### src/rtl/cmsdk_ahb_slave_mux_defslv_if.sv
`default_nettype none
// ============================================================================
// Module      : cmsdk_ahb_slave_mux_defslv_if
// Description : Bus bundle between the CPU/decoder/slaves side (master) and
//               the data-phase response multiplexer (slave).
// Revision    : 1.0 - initial release
// ============================================================================
interface cmsdk_ahb_slave_mux_defslv_if #(
   parameter int NUM_SLAVES = 9,
   parameter int DATA_W     = 32
) ();
   logic [NUM_SLAVES-1:0]        hsel_vec;
   logic                         defslv_hsel;
   logic [1:0]                   HTRANS;
   logic [NUM_SLAVES-1:0]        hreadyout_vec;
   logic [NUM_SLAVES-1:0]        hresp_vec;
   logic [NUM_SLAVES*DATA_W-1:0] hrdata_bus;
   logic                         HREADY;
   logic                         HRESP;
   logic [DATA_W-1:0]            HRDATA;

   // Decoder, CPU and slave side: drives selects and slave responses
   modport master (
      output hsel_vec, defslv_hsel, HTRANS, hreadyout_vec, hresp_vec, hrdata_bus,
      input  HREADY, HRESP, HRDATA
   );

   // Response multiplexer side
   modport slave (
      input  hsel_vec, defslv_hsel, HTRANS, hreadyout_vec, hresp_vec, hrdata_bus,
      output HREADY, HRESP, HRDATA
   );
endinterface
`default_nettype wire

### src/rtl/cmsdk_ahb_slave_mux_defslv.sv
`default_nettype none
// ============================================================================
// Module      : cmsdk_ahb_slave_mux_defslv
// Description : AHB-Lite data-phase response multiplexer with an integrated
//               default slave returning a two-cycle ERROR to unmapped
//               NONSEQ/SEQ accesses.
//               Optional macro CMSDK_AHB_SLAVE_MUX_ERRCNT_EN adds a saturating
//               unmapped-access counter (err_count) with clear (err_clr).
// Revision    : 1.0 - initial release
// ============================================================================
module cmsdk_ahb_slave_mux_defslv #(
   parameter int NUM_SLAVES = 9,
   parameter int DATA_W     = 32
) (
   input  wire                         HCLK,
   input  wire                         HRESET,
`ifdef CMSDK_AHB_SLAVE_MUX_ERRCNT_EN
   input  wire                         err_clr,
   output logic [15:0]                 err_count,
`endif
   cmsdk_ahb_slave_mux_defslv_if.slave bus
);

   typedef enum logic [1:0] {
      S_IDLE = 2'd0,
      S_ERR1 = 2'd1,
      S_ERR2 = 2'd2
   } state_t;

   localparam logic [NUM_SLAVES-1:0] c_one = NUM_SLAVES'(1);

   logic [NUM_SLAVES-1:0] w_hsel_first;
   logic                  w_any_hsel;
   logic                  w_def_req;
   logic [NUM_SLAVES-1:0] r_dsel;
   logic                  r_ddef;
   state_t                r_state;
   state_t                w_state_nxt;
   logic                  w_fsm_hready;
   logic                  w_fsm_hresp;
   logic                  w_slv_hready;
   logic                  w_slv_hresp;
   logic [DATA_W-1:0]     w_slv_hrdata;
   logic                  w_hready;
   logic                  w_unused_htrans;

   // Isolate the lowest set select bit so a non-one-hot decoder output still
   // registers a single slave.
   assign w_hsel_first    = bus.hsel_vec & ((~bus.hsel_vec) + c_one);
   assign w_any_hsel      = |bus.hsel_vec;
   assign w_def_req       = bus.defslv_hsel & bus.HTRANS[1] & ~w_any_hsel;
   assign w_unused_htrans = bus.HTRANS[0];

   // Address-phase select capture, held while the current data phase stalls
   always_ff @(posedge HCLK) begin
      if (HRESET) begin
         r_dsel <= '0;
         r_ddef <= 1'b0;
      end else if (w_hready) begin
         r_dsel <= w_hsel_first;
         r_ddef <= w_def_req;
      end
   end

   // Default-slave state register
   always_ff @(posedge HCLK) begin
      if (HRESET) begin
         r_state <= S_IDLE;
      end else begin
         r_state <= w_state_nxt;
      end
   end

   // Default-slave next state and response. In IDLE the default slave owns no
   // data phase, so the bus ready seen there is the real-slave path.
   always_comb begin
      w_state_nxt  = r_state;
      w_fsm_hready = 1'b1;
      w_fsm_hresp  = 1'b0;
      case (r_state)
         S_IDLE: begin
            if (w_slv_hready && w_def_req) begin
               w_state_nxt = S_ERR1;
            end
         end
         S_ERR1: begin
            w_fsm_hready = 1'b0;
            w_fsm_hresp  = 1'b1;
            w_state_nxt  = S_ERR2;
         end
         S_ERR2: begin
            w_fsm_hresp = 1'b1;
            w_state_nxt = w_def_req ? S_ERR1 : S_IDLE;
         end
         default: begin
            w_state_nxt = S_IDLE;
         end
      endcase
   end

   // Real-slave response mux; with nothing selected it yields a zero-wait OKAY
   always_comb begin
      w_slv_hready = 1'b1;
      w_slv_hresp  = 1'b0;
      w_slv_hrdata = '0;
      for (int i = 0; i < NUM_SLAVES; i++) begin
         if (r_dsel[i]) begin
            w_slv_hready = bus.hreadyout_vec[i];
            w_slv_hresp  = bus.hresp_vec[i];
            w_slv_hrdata = bus.hrdata_bus[i*DATA_W +: DATA_W];
         end
      end
   end

   assign w_hready   = r_ddef ? w_fsm_hready : w_slv_hready;
   assign bus.HREADY = w_hready;
   assign bus.HRESP  = r_ddef ? w_fsm_hresp : w_slv_hresp;
   assign bus.HRDATA = r_ddef ? '0 : w_slv_hrdata;

`ifdef CMSDK_AHB_SLAVE_MUX_ERRCNT_EN
   logic [15:0] r_err_count;
   logic        w_err_inc;

   // ERR1 is only ever entered from IDLE or ERR2, i.e. once per new error
   assign w_err_inc = (w_state_nxt == S_ERR1);

   // Saturating unmapped-access counter; clear beats a coincident increment
   always_ff @(posedge HCLK) begin
      if (HRESET) begin
         r_err_count <= '0;
      end else if (err_clr) begin
         r_err_count <= '0;
      end else if (w_err_inc && (r_err_count != 16'hFFFF)) begin
         r_err_count <= r_err_count + 16'd1;
      end
   end

   assign err_count = r_err_count;
`endif

endmodule
`default_nettype wire

### src/flat_wrapper.sv
// flat-port wrapper written by rule: the top's interface ports become plain ports
module cmsdk_ahb_slave_mux_defslv_flat 
#(
   parameter int NUM_SLAVES = 9,
   parameter int DATA_W     = 32
)
  (HCLK, HRESET, bus_hsel_vec, bus_defslv_hsel, bus_HTRANS, bus_hreadyout_vec, bus_hresp_vec, bus_hrdata_bus, bus_HREADY, bus_HRESP, bus_HRDATA);
  cmsdk_ahb_slave_mux_defslv_if #(.NUM_SLAVES(NUM_SLAVES), .DATA_W(DATA_W)) bus_i ();
  input  wire HCLK;
  input  wire HRESET;
  input wire logic [$bits(bus_i.hsel_vec)-1:0] bus_hsel_vec;
  input wire logic [$bits(bus_i.defslv_hsel)-1:0] bus_defslv_hsel;
  input wire logic [$bits(bus_i.HTRANS)-1:0] bus_HTRANS;
  input wire logic [$bits(bus_i.hreadyout_vec)-1:0] bus_hreadyout_vec;
  input wire logic [$bits(bus_i.hresp_vec)-1:0] bus_hresp_vec;
  input wire logic [$bits(bus_i.hrdata_bus)-1:0] bus_hrdata_bus;
  output wire logic [$bits(bus_i.HREADY)-1:0] bus_HREADY;
  output wire logic [$bits(bus_i.HRESP)-1:0] bus_HRESP;
  output wire logic [$bits(bus_i.HRDATA)-1:0] bus_HRDATA;
  assign bus_i.hsel_vec = bus_hsel_vec;
  assign bus_i.defslv_hsel = bus_defslv_hsel;
  assign bus_i.HTRANS = bus_HTRANS;
  assign bus_i.hreadyout_vec = bus_hreadyout_vec;
  assign bus_i.hresp_vec = bus_hresp_vec;
  assign bus_i.hrdata_bus = bus_hrdata_bus;
  assign bus_HREADY = bus_i.HREADY;
  assign bus_HRESP = bus_i.HRESP;
  assign bus_HRDATA = bus_i.HRDATA;
  cmsdk_ahb_slave_mux_defslv #(.NUM_SLAVES(NUM_SLAVES), .DATA_W(DATA_W)) u_core (.HCLK(HCLK), .HRESET(HRESET), .bus(bus_i));
endmodule
### config.mk
export PLATFORM = sky130hd
export DESIGN_NAME = cmsdk_ahb_slave_mux_defslv_flat
export DESIGN_NICKNAME = d
export VERILOG_FILES = /design/src/rtl/cmsdk_ahb_slave_mux_defslv_if.sv /design/src/rtl/cmsdk_ahb_slave_mux_defslv.sv /design/src/flat_wrapper.sv
export SDC_FILE = /design/constraint.sdc
export NUM_CORES = 1
export LEC_CHECK = 0
export ABC_CLOCK_PERIOD_IN_PS = 5400
export BUFFER_PORTS_ARGS = -buffer_cell sky130_fd_sc_hd__buf_2
export CORE_AREA = 2 2 139 141
export DETAILED_ROUTE_END_ITERATION = 8
export DIE_AREA = 0 0 141 143
export PLACE_DENSITY = 0.43
export SLEW_MARGIN = 20
export SYNTH_ARGS = -nofsm -noshare
export SYNTH_HDL_FRONTEND = slang
export SYNTH_SLANG_ARGS = --single-unit
### constraint.sdc
create_clock -name HCLK -period 5.4 [get_ports HCLK]
set_input_delay 0.54 -clock HCLK [delete_from_list [all_inputs] [get_ports HCLK]]
set_output_delay 0.54 -clock HCLK [all_outputs]
set_load 0.01 [all_outputs]
# --- After elaboration in Yosys (flattened, before gate mapping) ---
# Index checks and enable logic that the tools add are counted.
totals:
  regBits: 12
  latch_bits: 0
  mem_bits_rw: 0
  rom_bits: 0
  input_bits: 320
  out_inout_bits: 34
  word_cells: 51
  n_memories: 0
op_classes:
  add_sub_neg: 1
  multipliers: 0
  div: 0
  order_cmp: 0
  n_eq_ne: 3
  shift: 0
  muxes: 35
  n_bitwise: 5
  n_reduce_logical: 4
op_table:
  columns: ["operator", "n"]
  rows:
  - ["32-bit 2-to-1 mux", 10]
  - ["1-bit 2-to-1 mux", 23]
  - ["9-bit by 1-bit adder with 9-bit output, second input constant", 1]
  - ["9-bit bitwise AND", 1]
  - ["9-bit inverter", 1]
  - ["9-bit OR reduction", 1]
  - ["2-bit case mux with 3 select lines", 1]
  - ["1-bit bitwise AND", 2]
  - ["2-bit by 1-bit == test with 1-bit output, second input constant", 1]
  - ["2-bit == test, second input constant", 1]
  - ["2-bit zero test", 1]
  - ["2-bit 2-to-1 mux", 1]
  - ["2-bit by 1-bit != test with 1-bit output, second input constant", 1]
  - ["2-bit OR reduction", 1]
  - ["1-bit logical AND", 1]
  - ["1-bit inverter", 1]

# --- Depth between registers and ports, before layout ---
logic_depth:
  ltp_word: 12
  depth_mapped: 8
  depth_no_buf: 6

# --- Worst setup path after synthesis ---
# Ideal clock, no wire load.
synth_timing:
  path_type: "register to output"
  startpoint: "register u_core.r_dsel[7]"
  endpoint: "output port bus_HRDATA[22]"
  arrival_time_ns: 1.750
  t_required_ns: 4.860
  setup_slack_ns: 3.110
  path_stages_with_launch: 8
  path_buffers: 3
  path_cell_list: "dfxtp_1 clkbuf_1 nand2b_1 clkbuf_1 clkbuf_1 o22ai_1 a2111oi_0 a21boi_0"
synth_via:
  elab_chain_cells: 3
synth_lines:
  columns: ["item", "line", "source"]
  rows:
  - ["from (decl)", "cmsdk_ahb_slave_mux_defslv.sv:35", "logic [NUM_SLAVES-1:0] r_dsel;"]
  - ["from (signal assigned)", "cmsdk_ahb_slave_mux_defslv.sv:60", "r_dsel <= w_hsel_first;"]
  - ["32-bit 2-to-1 mux (2 in a row)", "cmsdk_ahb_slave_mux_defslv.sv:107", "if (r_dsel[i]) begin"]
  - ["32-bit 2-to-1 mux", "cmsdk_ahb_slave_mux_defslv.sv:118", "assign bus.HRDATA = r_ddef ? '0 : w_slv_hrdata;"]
  - ["to (decl)", "flat_wrapper.sv:19", "output wire logic [$bits(bus_i.HRDATA)-1:0] bus_HRDATA;"]
# No other way between the ends.

# --- Final worst setup path ---
layout_timing:
  startpoint: "register u_core.r_dsel[5]"
  endpoint: "output port bus_HRDATA[26]"
layout_via:
  elab_chain_cells: 5
layout_lines:
  columns: ["item", "line"]
  rows:
  - ["32-bit 2-to-1 mux (4 in a row)", "cmsdk_ahb_slave_mux_defslv.sv:107"]
  - ["32-bit 2-to-1 mux", "cmsdk_ahb_slave_mux_defslv.sv:118"]
# No other way between the ends.

==> run metrics <==
IO Port Bufs=352; io pins=354; Cell Count, Final, Fillers Out=1001; placeable core area=18600 um^2; Post-Syn Nets=777; first-pass GRT wire length=26900 um; CTS Buf Count=3; overall via count from detail_route=4911; DRT Pass-1 Iters=6; antenna viol nets, final=0; R2R depth=5; GP Congestion=0.764; initial antenna violation count=1; Crit Path Class=reg -> out; hold path cells=2; Arr. time, crit path=2.97 ns; CTS tree=built; largest net degree at the start of global routing=67; vias in the first global route=4800; Post-synth EDFFs=0; min Tclk post-route=3.51 ns; die span in x=141 um; Worst Path Required=4.86 ns; worst skew pair latency=0.24 ns; grt total ovfl=0; top_reg_cell synth=dfxtp_1; Post-Synthesis Cells=452; cells along the critical path=inv_1 > nand2_1 > buf_4 > o22ai_1 > a2111oi_0 > a21boi_0 > buf_2; vias per cell=4.91; Post-synth ARST share=0%; synth-to-layout area growth=68.4%; worst hold margin=0.470 ns; Max Clock Skew=0.000916 ns; worst-margin pin slew=0.948 ns; Hold Path Class=reg -> reg; Die Ht=143 um; CP peak stage delay=0.68 ns; H-tree levels=1; DRT Wirelength=19200 um; status=completed; Tcrit/Tclk final=64.9%; die footprint=20200 um^2; Pwr Total=561 uW; Fin Setup TNS=0 ns; First DRT Iteration DRCs=254; worst slack, placed=2.22 ns; Yosys reg bits=12; Peak supply drop=0.000128 V; worst path bufs/invs=3; DP HPWL=14700 um; Power Density=112 nW/um^2; RSZ-0062 raised after global routing=no; count of cell types in the netlist=41; Hold Buf Count CTS=0; Post-Syn Area per Cell=6.57 um^2; Worst slew margin=36.8%; row cnt=50; final setup vio count=0; DRC=0; Mapped Area=2970 um^2; nets@finish=1091; Slew Limit Fails=0; Initial Util=16.0%; Root Driver=clkbuf_16; CTS Buffer Depth=2; Final Hold Violating Endpoints=0; Max Fclk=0.285 GHz; max-cap violations=0; Yosys warning count=0; post-CTS setup buffer count=0; post-placement cell count=995; wire per inst=19.1 um; clock-pin slew on the worst setup and hold paths=0.04 ns; sequential share of the synthesized area=8.09%; largest delay contributor family on the critical path=compound AO/OA/AOI/OAI gates; P_leak=0.00241 uW; share of layout cells above drive strength 1=49.4%; Critical Path Source Type=flop; clk sinks=12; CP Max Fanout=17; post-CTS sizing=0; setup ws final=1.89 ns; WP depth=7; Total Routing Usage GR=17.2%; Critical Path Sink Type=primary output; slowest CP cell=a2111oi_0
==> cell usage after synthesis, types with 11 or more instances <==
cell type | instances | area share, %
a2111oi_0 | 34 | 10
a21oi_1 | 36 | 6.1
a21boi_0 | 32 | 8.1
clkbuf_1 | 47 | 5.9
nand2_1 | 11 | 1.4
nor2_1 | 40 | 5.1
a221oi_1 | 34 | 10
nor2b_1 | 35 | 7.4
o22ai_1 | 65 | 14
nor3_1 | 34 | 5.7
dfxtp_1 | 12 | 8.1
nand2b_1 | 12 | 2.5
==> layout by cell type (no fill, tap or decap), types with 4 or more instances in the layout <==
cell type | Yosys | final
o22ai_1 | 65 | 65
nor3_1 | 34 | 33
a221oi_1 | 34 | 34
nor2_1 | 40 | 40
dfxtp_2 | 0 | 4
a21oi_1 | 36 | 36
mux2i_1 | 10 | 10
a2111oi_0 | 34 | 34
buf_4 | 1 | 9
buf_2 | 1 | 352
o21ai_0 | 4 | 4
nand2_1 | 11 | 11
inv_1 | 10 | 10
ha_1 | 5 | 5
nor2b_1 | 35 | 35
a21boi_0 | 32 | 32
nand2b_1 | 12 | 11
dfxtp_1 | 12 | 8
==> final timing paths <==
path / from / to / slack, ns
worst max-delay path: u_core.r_dsel[5] / bus_HRDATA[26] / 1.89
worst min-delay path: u_core.r_dsel[0] / u_core.r_dsel[0] / 0.47
worst max register to register: u_core.r_dsel[1] / u_core.r_dsel[3] / 2.75
worst min register to register: u_core.r_dsel[0] / u_core.r_dsel[0] / 0.47
==> logic make-up after synthesis <==
kind of cell             Yosys count  share of synthesized area (%)
AO/OA/AOI/OAI                    216                           52.3
adder cells (fa/ha/maj)            5                           2.11
buffers and inverters             64                           8.52
flip-flops                        12                           8.09
multiplexers                      11                           3.88
AND/OR/NAND/NOR                  144                           25.1
==> worst register-to-register path, stage by stage (launching register included) <==
cell	delay (ns)
dfxtp_2	0.60
nor2b_4	0.52
a221oi_1	0.16
o211a_1	0.35
o31ai_4	0.56
mux2_4	0.34
==> where the power goes <==
part,leakage (uW),total [uW],internal (uW),switching (uW)
logic,0.00227,309,163,146
clock network,0.0000442,151,112,38.9
registers,0.0000990,101,91.0,9.80
total,0.00241,561,366,195
==> area by class of cell <==
class / count / area, um^2
clock buffer: 4 / 88.8
sequential: 12 / 245
tap: 234 / 293
inverter: 12 / 45.0
fill: 2136 / 13600
timing repair buffer: 361 / 1830
antenna: 2 / 5.00
multi-input combinational: 376 / 2490
==> flip-flops by register name (all words and copies together) (netlist names) <==
name and count:
u_core.r_ddef 1, u_core.r_dsel 9, u_core.r_state 2
==> metrics by stage <==
step	utilization, %	area, um^2
2_1_floorplan	-	2970
3_3_place_gp	26.4	4900
3_5_place_dp	26.4	4900
4_1_cts	26.9	4990
5_1_grt	26.9	5000
6_report	26.9	5000
==> layer usage <==
metal | track usage [%] | vias up | routed length (um)
li1 | - | 2428 | -
met1 | 20.8 | 2235 | 7860
met2 | 32.0 | 236 | 9720
met3 | 3.02 | 12 | 1390
met4 | 2.89 | 0 | 195
met5 | 0 | - | 0
No activity file was read; power rests on OpenSTA's default activity.
